`config.mk`:
```
export PLATFORM = sky130hd
export DESIGN_NAME = sd_spi_response_transmitter
export DESIGN_NICKNAME = d
export VERILOG_FILES = /design/src/rtl/sd_spi_response_transmitter.sv
export SDC_FILE = /design/constraint.sdc
export NUM_CORES = 1
export LEC_CHECK = 0
export BUFFER_PORTS_ARGS = -buffer_cell sky130_fd_sc_hd__buf_2
export CAP_MARGIN = 10
export CORE_AREA = 2 2 73 75
export CTS_BUF_LIST = sky130_fd_sc_hd__clkbuf_8
export DETAILED_ROUTE_END_ITERATION = 7
export DIE_AREA = 0 0 75 77
export GPL_ROUTABILITY_DRIVEN = 0
export HOLD_SLACK_MARGIN = 0.15
export PLACE_DENSITY = 0.83
export RECOVER_POWER = 25
export SYNTH_ARGS = -nofsm -noshare
export SYNTH_HDL_FRONTEND = slang
export SYNTH_SLANG_ARGS = --single-unit
```
`constraint.sdc`:
```
create_clock -name clock -period 4.9 [get_ports clock]
set_input_delay 0.735 -clock clock [delete_from_list [all_inputs] [get_ports clock]]
set_output_delay 0.735 -clock clock [all_outputs]
set_load 0.02 [all_outputs]
```
`src/rtl/sd_spi_response_transmitter.sv`:
```
// SPI-mode SD card response serializer.
// When the command decoder asks for a response, this block first drives
// NCR_BYTES filler bytes of 0xFF and then shifts out an R1 (8 bit) or
// R3/R7 (40 bit) response MSB-first, one bit per SPI clock.
// The module clock is SPI_CLK.
module sd_spi_response_transmitter #(
  parameter int NCR_BYTES = 1   // 0xFF filler bytes before the response, 0..8
) (
  input  logic        clock,
  input  logic        reset,          // asynchronous, active-low
  input  logic        io_SPI_CS,      // active-low chip select; high aborts
  input  logic        io_Start,
  input  logic        io_LongResp,
  input  logic [7:0]  io_R1,
  input  logic [31:0] io_Payload,
  output logic        io_SPI_DO,
  output logic        io_Busy,
  output logic        io_Done,
  output logic [1:0]  io____state,
  output logic [7:0]  io____counter
);

  typedef enum logic [1:0] {
    ST_IDLE = 2'd0,
    ST_NCR  = 2'd1,
    ST_SEND = 2'd2
  } state_e;

  // Counter preloads; a zero filler count never uses NCR_LOAD.
  localparam logic [7:0] NCR_LOAD      = (NCR_BYTES > 0) ? 8'(8 * NCR_BYTES - 1) : 8'd0;
  localparam logic [7:0] SHORT_LEN_M1  = 8'd7;
  localparam logic [7:0] LONG_LEN_M1   = 8'd39;

  state_e      state_q;
  logic [7:0]  counter_q;
  logic [39:0] shift_q;
  logic [7:0]  len_m1_q;
  logic        do_q;
  logic        done_q;

  // Response frame latched at the Start edge, left-aligned so that bit 39
  // is always the next bit to go out; short responses are padded with 1s.
  logic [39:0] frame_d;
  logic [7:0]  len_m1_d;

  // Select the frame contents and length from the response type.
  always_comb begin
    frame_d  = io_LongResp ? {io_R1, io_Payload} : {io_R1, 32'hFFFF_FFFF};
    len_m1_d = io_LongResp ? LONG_LEN_M1 : SHORT_LEN_M1;
  end

  // Main sequencer: IDLE -> (NCR filler) -> SEND -> IDLE, with CS abort.
  always_ff @(posedge clock or negedge reset) begin
    if (!reset) begin
      state_q   <= ST_IDLE;
      counter_q <= 8'd0;
      shift_q   <= '1;
      len_m1_q  <= 8'd0;
      do_q      <= 1'b1;
      done_q    <= 1'b0;
    end else begin
      done_q <= 1'b0;
      case (state_q)
        ST_IDLE: begin
          do_q <= 1'b1;
          if (io_Start && !io_SPI_CS) begin
            shift_q  <= frame_d;
            len_m1_q <= len_m1_d;
            if (NCR_BYTES > 0) begin
              state_q   <= ST_NCR;
              counter_q <= NCR_LOAD;
            end else begin
              // No filler: the first response bit leaves on this very edge.
              state_q   <= ST_SEND;
              counter_q <= len_m1_d;
              do_q      <= io_R1[7];
            end
          end
        end

        ST_NCR: begin
          if (io_SPI_CS) begin
            state_q   <= ST_IDLE;
            counter_q <= 8'd0;
            shift_q   <= '1;
            do_q      <= 1'b1;
          end else if (counter_q == 8'd0) begin
            state_q   <= ST_SEND;
            counter_q <= len_m1_q;
            do_q      <= shift_q[39];
          end else begin
            counter_q <= counter_q - 8'd1;
            do_q      <= 1'b1;
          end
        end

        ST_SEND: begin
          if (io_SPI_CS) begin
            state_q   <= ST_IDLE;
            counter_q <= 8'd0;
            shift_q   <= '1;
            do_q      <= 1'b1;
          end else if (counter_q == 8'd0) begin
            state_q <= ST_IDLE;
            shift_q <= '1;
            do_q    <= 1'b1;
            done_q  <= 1'b1;
          end else begin
            shift_q   <= {shift_q[38:0], 1'b1};
            do_q      <= shift_q[38];
            counter_q <= counter_q - 8'd1;
          end
        end

        default: begin
          state_q   <= ST_IDLE;
          counter_q <= 8'd0;
          shift_q   <= '1;
          do_q      <= 1'b1;
        end
      endcase
    end
  end

  // Outputs come straight from registers; Busy decodes the state.
  always_comb begin
    io_SPI_DO     = do_q;
    io_Done       = done_q;
    io_Busy       = (state_q != ST_IDLE);
    io____state   = state_q;
    io____counter = counter_q;
  end

endmodule

```
After elaboration in Yosys (flattened, before gate mapping):

Cells that the tools add are included.

* input port bits: 45
* logic and storage cells: 50
* output and inout bits: 13
* register bits after elaboration: 60

* equal/unequal tests: 7
* reduce and logical (&&, ||, !) cells: 9
* multiplexer cells: 27
* add/subtract/negate cells: 1

Operators by type and width (count)
* two-way mux 40 bit: 4
* case mux 40 bit (3 select lines): 1
* two-way mux 8 bit: 5
* two-way mux 32 bit: 1
* case mux 8 bit (3 select lines): 1
* two-way mux 2 bit: 5
* inequality test 3 bit, second input constant: 3
* logical NOT 8 bit: 1
* subtractor 8 x 1 -> 8 bit, second input constant: 1
* two-way mux 1 bit: 7
* two-way mux 6 bit: 1
* case mux 2 bit (3 select lines): 1
* AND reduction 2 bit: 3
* inequality test 2 bit, second input constant: 2
* AND reduction 3 bit: 1
* equality test 2 x 1 -> 1 bit, second input constant: 1
* equality test 2 bit, second input constant: 1
* logical NOT 2 bit: 1
* case mux 1 bit (2 select lines): 1
* nonzero test 2 bit: 1
* logical AND 1 bit: 1
* logical NOT 1 bit: 1

Logic depth before layout (Yosys ltp):

Gate-level depths: netlist of run 1.

* depth in word-level cells: 4
* gate-level depth with buffers: 8
* gate-level depth less buffers: 6

Least setup slack after synthesis of run 1:

No wires, ideal clock.

* path type: reg-to-reg
* start: register state_q[0] (netlist: io____state[0])
* end: register counter_q[1] (netlist: io____counter[1])
* required time: 4.779 ns
* period minus slack after synthesis: 1.901 ns
* data arrival time: 1.780 ns
* setup slack: 2.999 ns
* cell stages (with the launch flop): 9
* buffers on the path: 2
* library setup time: 0.121 ns
* path through: dfrtp_1 > inv_1 > ha_1 > buf_2 > nor2b_1 > a32o_1 > buf_4 > and2_1 > o22a_1

* word-level cells in the longest chain between the ends: 3
* elaborated cells between the ends (all ways): 7
* those cells by class: 4 x eq/ne; 1 x mux; 2 x reduce/logical

RTL lines
* from (decl): line 34 `state_e state_q;`
* from (signal assigned): line 55 `state_q <= ST_IDLE;`
* from (signal assigned): line 70 `state_q <= ST_NCR;`
* from (signal assigned): line 74 `state_q <= ST_SEND;`
* equality test 2 bit / logical NOT 2 bit (equally long branches): line 63 `case (state_q)`
* inequality test 3 bit (no line) / inequality test 2 bit (equally long branches)
* AND reduction 2 bit (no line)
* to (signal assigned): line 75 `counter_q <= len_m1_d;`
* to (signal assigned): line 89 `counter_q <= len_m1_q;`
* to (signal assigned): line 92 `counter_q <= counter_q - 8'd1;`
* to (decl): line 35 `logic [7:0] counter_q;`

Several ways; a longest one is shown, not always the timed one.
A chain may end at the register's enable or synchronous reset.

==> run metrics, run 1 <==
status=finished, violations left; failing checks=capacitance limit, slew limit; Max clock buf depth=2; post-DP HPWL=about 4400 um; Worst-Skew Late Latency=~0.32 ns; first-pass GRT wire length=between 10000 and 15000 um; Max Clk Rate=approximately 330 MHz; dominant cell type by area after synthesis=dfstp_2; setup total negative slack=0 ns; Core ar.=roughly 5000 sq um; crit path capture type=async pin; residual DRC count=0; Clock Sinks=54; WL/cell=between 15 and 20 um; final net count=423; Max VDD drop=around 0.00022 V; Async SR Flop Fraction=between 90% and 100%; ANT cells=0; Post-CTS Repair Setup Buffers=0; Hold WS=0.502 ns; mux share of post-synthesis cell area=0%; die area=a little under 6000 sq um; XOR/XNOR Fraction of Synth Area=less than 1%; Setup crit start kind=input port; register area share after synthesis=~47%; CTS Root Cell=clkbuf_8; Clock H-tree levels=2; # rows=26; drt via density=around 6.0; Resize count post-CTS=0; TritonCTS Buffers=5; synth cell count leaders=o21ai_0, nor2_1, dfstp_2; share of cells above drive strength 1=between 30% and 40%; Yosys top cell area share=36.2%; Post-DRT Antenna Nets=0; main area contributors after synthesis=dfstp_2, o21ai_0, dfrtp_1; buffer and inverter count on the worst path=2; worst-path cell chain=buf_2 -> clkbuf_1; PnR worst setup slack=1.90 ns; Pre-antenna DRT Iters=4; CTS tree=built; mean cell area of the mapped netlist=around 9 sq um; largest net degree at the start of global routing=55; pwr/cell area=around 580 nW/um^2; Post-synth EDFFs=0; Critical Path Slowest Stage Cell=clkbuf_1; slew margin rel.=-86.1%; fin crit period=3.00 ns; Worst EP required=approximately 4.7 ns; adder-cell share of the synthesized area=about 2.1%; complex-gate fraction of the synthesized area=30.5%; Final Hold Vio Count=0; Final Max Slew Viols=55; Die Y=approximately 77 um; CP Max Fanout=between 50 and 60; Simple-Gate Fraction of Synth Area=13.5%; Max Cap Violations=1; DR iter-0 viols=approximately 250; Worst path top cell family by delay=buffers and inverters; clk_skew=between 0.01 and 0.015 ns; Via Count=approximately 2700; total track usage=between 20% and 30%; Slew @ Worst Pin=approximately 2.8 ns; Tcrit/Tclk final=around 61%; setup violators final=0; Syn Std Cell Area=between 2000 and 3000 sq um; Lkg Pwr=0.00131 uW; Worst-path clk slew=between 0.1 and 0.15 ns; Synth Instances=around 330; Port Buffer Count=57; final wirelength=between 6000 and 7000 um; slowest stage delay, CP=1.96 ns; worst setup path class=in2async; grt total ovfl=0; Syn Nets=382; filler cell count=429; hold crit path type=reg2reg; vias in the first global route=around 2500; Synth Flop Type=dfstp_2; Initial Utilization=about three fifths; Post-CTS Hold Buffers=0; RSZ-0062 raised after global routing=no; # IOs=58; Distinct cells, synth=48; Die W=~75 um; pre-CTS setup slack=a little under 2 ns; count leader, synth=o21ai_0; post-synthesis sequential element count=between 50 and 60; largest family of logic cells by synthesized area=compound AO/OA/AOI/OAI gates; Ys Warns=0; area delta synth->final=11.9%; crit path DAT=about 2.8 ns; initial antenna violation count=0
-- placed cells by master (no fill, tap or decap), drive strengths merged, types with 2 or more instances in the layout --
cell type and instances:
a21oi 13, a31oi 37, a32o 3, and2 3, buf 59, clkbuf 6, dfrtp 13, dfstp 41
ha 5, inv 16, nand2 6, nand2b 5, nand3 3, nor2 46, nor2b 2, nor3 6
o21ai 80, o21bai 7, o31ai 2
-- layer usage --
metal  part of all wire [%]  track usage, %
met4                    1.2            8.04
met5                      0               0
met1                     44            34.4
met2                     48            38.6
met3                    6.1            4.86
-- cell families (layout without fill, tap and decap cells) --
kind of cell	after synthesis	after routing
compound gates	154	154
xor+xnor	1	1
fa+ha+maj	5	5
buf+inv	40	82
flops	54	54
simple gates	78	78
-- report_power, final --
part	switching (uW)	internal, uW
sequential	92.2	632
clock	154	101
combinational	636	326
total	882	1060
-- path summary, 6_finish.rpt --
kind	cells past startpoint	start	slack [ns]	end
max	2	reset	1.90	io____counter[0]$_DFFE_PN0P_
min	2	shift_q[5]$_DFFE_PN1P_	0.50	shift_q[5]$_DFFE_PN1P_
max reg2reg	7	io____state[0]$_DFFE_PN0P_	1.92	shift_q[4]$_DFFE_PN1P_
min reg2reg	2	shift_q[5]$_DFFE_PN1P_	0.50	shift_q[5]$_DFFE_PN1P_
max in group clock	7	io____state[0]$_DFFE_PN0P_	1.92	shift_q[4]$_DFFE_PN1P_
min in group asynchronous	2	reset	1.40	io____counter[3]$_DFFE_PN0P_
-- metrics by stage --
step / utilization [%] / power, uW / std cells / instance area (sq um)
after floorplan: - / 1470 / 332 / 2970
after global placement: 65.2 / 1660 / 436 / 3240
after detailed placement: 65.2 / 1690 / 436 / 3240
after CTS: 66.9 / 1940 / 444 / 3330
after global routing: 66.9 / 2100 / 444 / 3330
final: 66.9 / 1940 / 444 / 3330
-- layout make-up --
cell class | count | area, sq um | share of cell area (%)
Sequential cell | 54 | 1400 | 42.1
Clock buffer | 5 | 68.8 | 2.07
Inverter | 14 | 52.6 | 1.58
Timing Repair Buffer | 60 | 304 | 9.14
Tap cell | 70 | 87.6 | 2.63
Clock inverter | 3 | 20.0 | 0.602
Multi-Input combinational cell | 238 | 1390 | 41.8
-- sequential cells by signal, indices dropped and copies added (netlist names) --
| signal | count |
|---|---|
| shift_q | 40 |
| io____counter | 8 |
| io____state | 2 |
| len_m1_q | 2 |
| io_Done | 1 |
| io_SPI_DO | 1 |
-- worst min-delay path, delay by kind of cell (launching register included) --
kind | cells | cell delay [ns]
DFF | 1 | 0.38
and+or+nand+nor | 1 | 0.09
AOI/OAI and AO/OA | 1 | 0.04
Power figures use the tool's default switching activity.
==> inputs of run 2 (changes only) <==
Settings changed: CORE_AREA 2 2 73 75 to 2 2 79 81, DIE_AREA 0 0 75 77 to 0 0 81 83, PLACE_DENSITY 0.83 to 0.74.
Clock period 4.9 ns to 2.7 ns, I/O delays scaled along.
==> run 2 against run 1 <==
  * The run now ends clean
  * Non-clock buffer count rose by 7
  * Clock skew fell by 0.0031 ns
  * Sequential power rose by 81%
  * Setup slack got worse by 1.5 ns
  * Critical path depth rose by 4
  * Utilization fell by 8.6 points
  * Hold slack got worse by 0.18 ns
  * Routed wire length rose by 4.5%
  * Global-route usage fell by 2.4 points
  * Final cell count rose by 2.7%
  * Highest routed layer unchanged
==> run metrics, run 2 (synthesized netlist as in run 1, its figures left out) <==
final wirelength=7030 um; filler cell count=553; Final Max Slew Viols=0; CP Launch Point=io____state[0]$_DFFE_PN0P_; CTS Root Cell=clkbuf_8; Via Count=~2600; Hold WS=~0.32 ns; Post-CTS Repair Setup Buffers=0; CTS tree=built; Core ar.=5820 sq um; grt total ovfl=0; pwr/cell area=1060 nW/um^2; ANT cells=0; die area=6720 sq um; largest net degree at the start of global routing=40; Worst EP required=2.91 ns; total track usage=roughly 22%; Worst-Skew Late Latency=0.31 ns; Max VDD drop=approximately 0.00055 V; Largest register FFs=40; uppermost layer routed=met4; fin crit period=roughly 2.3 ns; RR Startpoint=io____state[0]$_DFFE_PN0P_; Initial Utilization=between 50% and 60%; Tcrit/Tclk final=between 80% and 90%; Final Hold Vio Count=0; Lkg Pwr=around 0.0013 uW; most frequent cells in the layout=o21ai_0, buf_2, nor2_1; Worst Reg2Reg Path Length in Cells=6; vias in the first global route=around 2500; met2 routed WL=about 3300 um; Clock H-tree levels=2; Resize count post-CTS=0; Max Cap Violations=0; Die Y=between 80 and 90 um; # IOs=58; R2R Path End=shift_q[26]$_DFFE_PN1P_; final net count=430; Die W=81 um; commonest non-fill, non-tap cell in the layout=o21ai_0; Slew @ Worst Pin=~1.4 ns; residual DRC count=0; share of cells above drive strength 1=roughly a third; Max Clk Rate=roughly 440 MHz; Port Buffer Count=57; Post-DRT Antenna Nets=0; Max clock buf depth=2; Post-Route M1 WL=between 3000 and 4000 um; initial antenna violation count=0; RSZ-0062 raised after global routing=no; hold path cells=3; status=finished clean; post-DP HPWL=~4800 um; setup total negative slack=0 ns; first-pass GRT wire length=around 12000 um; Worst-path clk slew=~0.1 ns; # rows=28; Pre-antenna DRT Iters=4; hold crit path type=in2reg; crit path capture type=register; met3 WL=about 380 um; DR iter-0 viols=approximately 230; TritonCTS Buffers=5; clk_skew=0.00934 ns; worst setup path class=reg2reg; setup violators final=0; reg2reg setup slack=between 0.4 and 0.5 ns; Post-CTS Hold Buffers=0; crit path DAT=2.51 ns; slew margin rel.=9.11%; CP Max Fanout=32; area delta synth->final=13.9%; drt via density=5.78; Clock Sinks=54; Critical Path End=shift_q[26]$_DFFE_PN1P_; Biggest register=shift_q; WL/cell=15.4 um; Setup crit start kind=register
## run 2: report_power, final
part	leakage, uW	total, uW	switching [uW]	internal, uW
Clock	0.0000515	476	268	208
Sequential	0.000598	1310	168	1150
Combinational	0.000690	1810	1170	646
Total	0.00134	3600	1600	2000
## run 2: through the flow
| step | cell area, sq um | util (%) | total power [uW] | std cells | worst slack, ns |
|---|---|---|---|---|---|
| after floorplan | 2970 | - | 2670 | 332 | 0.799 |
| after global placement | 3300 | 56.8 | 3090 | 448 | 0.509 |
| after detailed placement | 3300 | 56.8 | 3130 | 448 | 0.399 |
| after CTS | 3400 | 58.4 | 3610 | 456 | 0.383 |
| after global routing | 3390 | 58.2 | 3910 | 456 | 0.222 |
| final | 3390 | 58.2 | 3600 | 456 | 0.404 |
## run 2: critical path, stage by stage (launching register included)
cell and delay (ns):
dfrtp_1 0.44, inv_1 0.12, ha_1 0.32, inv_2 0.09, or3_1 0.51, nand2b_2 0.52
a31oi_1 0.19
## run 2: worst min-delay path by stage
stage	start	endpoint	slack (ns)
2_1_floorplan	reset	io_Done$_DFF_PN0_	0.11
6_report	io_R1[7]	shift_q[39]$_DFFE_PN1P_	0.32
3_5_place_dp	shift_q[15]$_DFFE_PN1P_	shift_q[15]$_DFFE_PN1P_	0.49
3_3_place_gp	shift_q[6]$_DFFE_PN1P_	shift_q[6]$_DFFE_PN1P_	0.49
5_1_grt	io_R1[7]	shift_q[39]$_DFFE_PN1P_	0.33
4_1_cts	reset	shift_q[11]$_DFFE_PN1P_	0.18
## run 2: cell type report
class                           instances  area, sq um  share of cell area, %
Sequential cell                        54         1400                   41.4
Multi-Input combinational cell        238         1390                   41.1
Timing Repair Buffer                   67          352                   10.4
Tap cell                               75         93.8                   2.77
Clock buffer                            6         82.6                   2.44
Inverter                               14         52.6                   1.55
Clock inverter                          2         11.3                  0.332
## run 2: routing by layer
metal | vias to the layer above | GRT usage (%)
li1 | 1295 | -
met1 | 1254 | 32.3
met2 | 74 | 34.0
met3 | 11 | 4.46
met4 | 0 | 6.16
met5 | - | 0
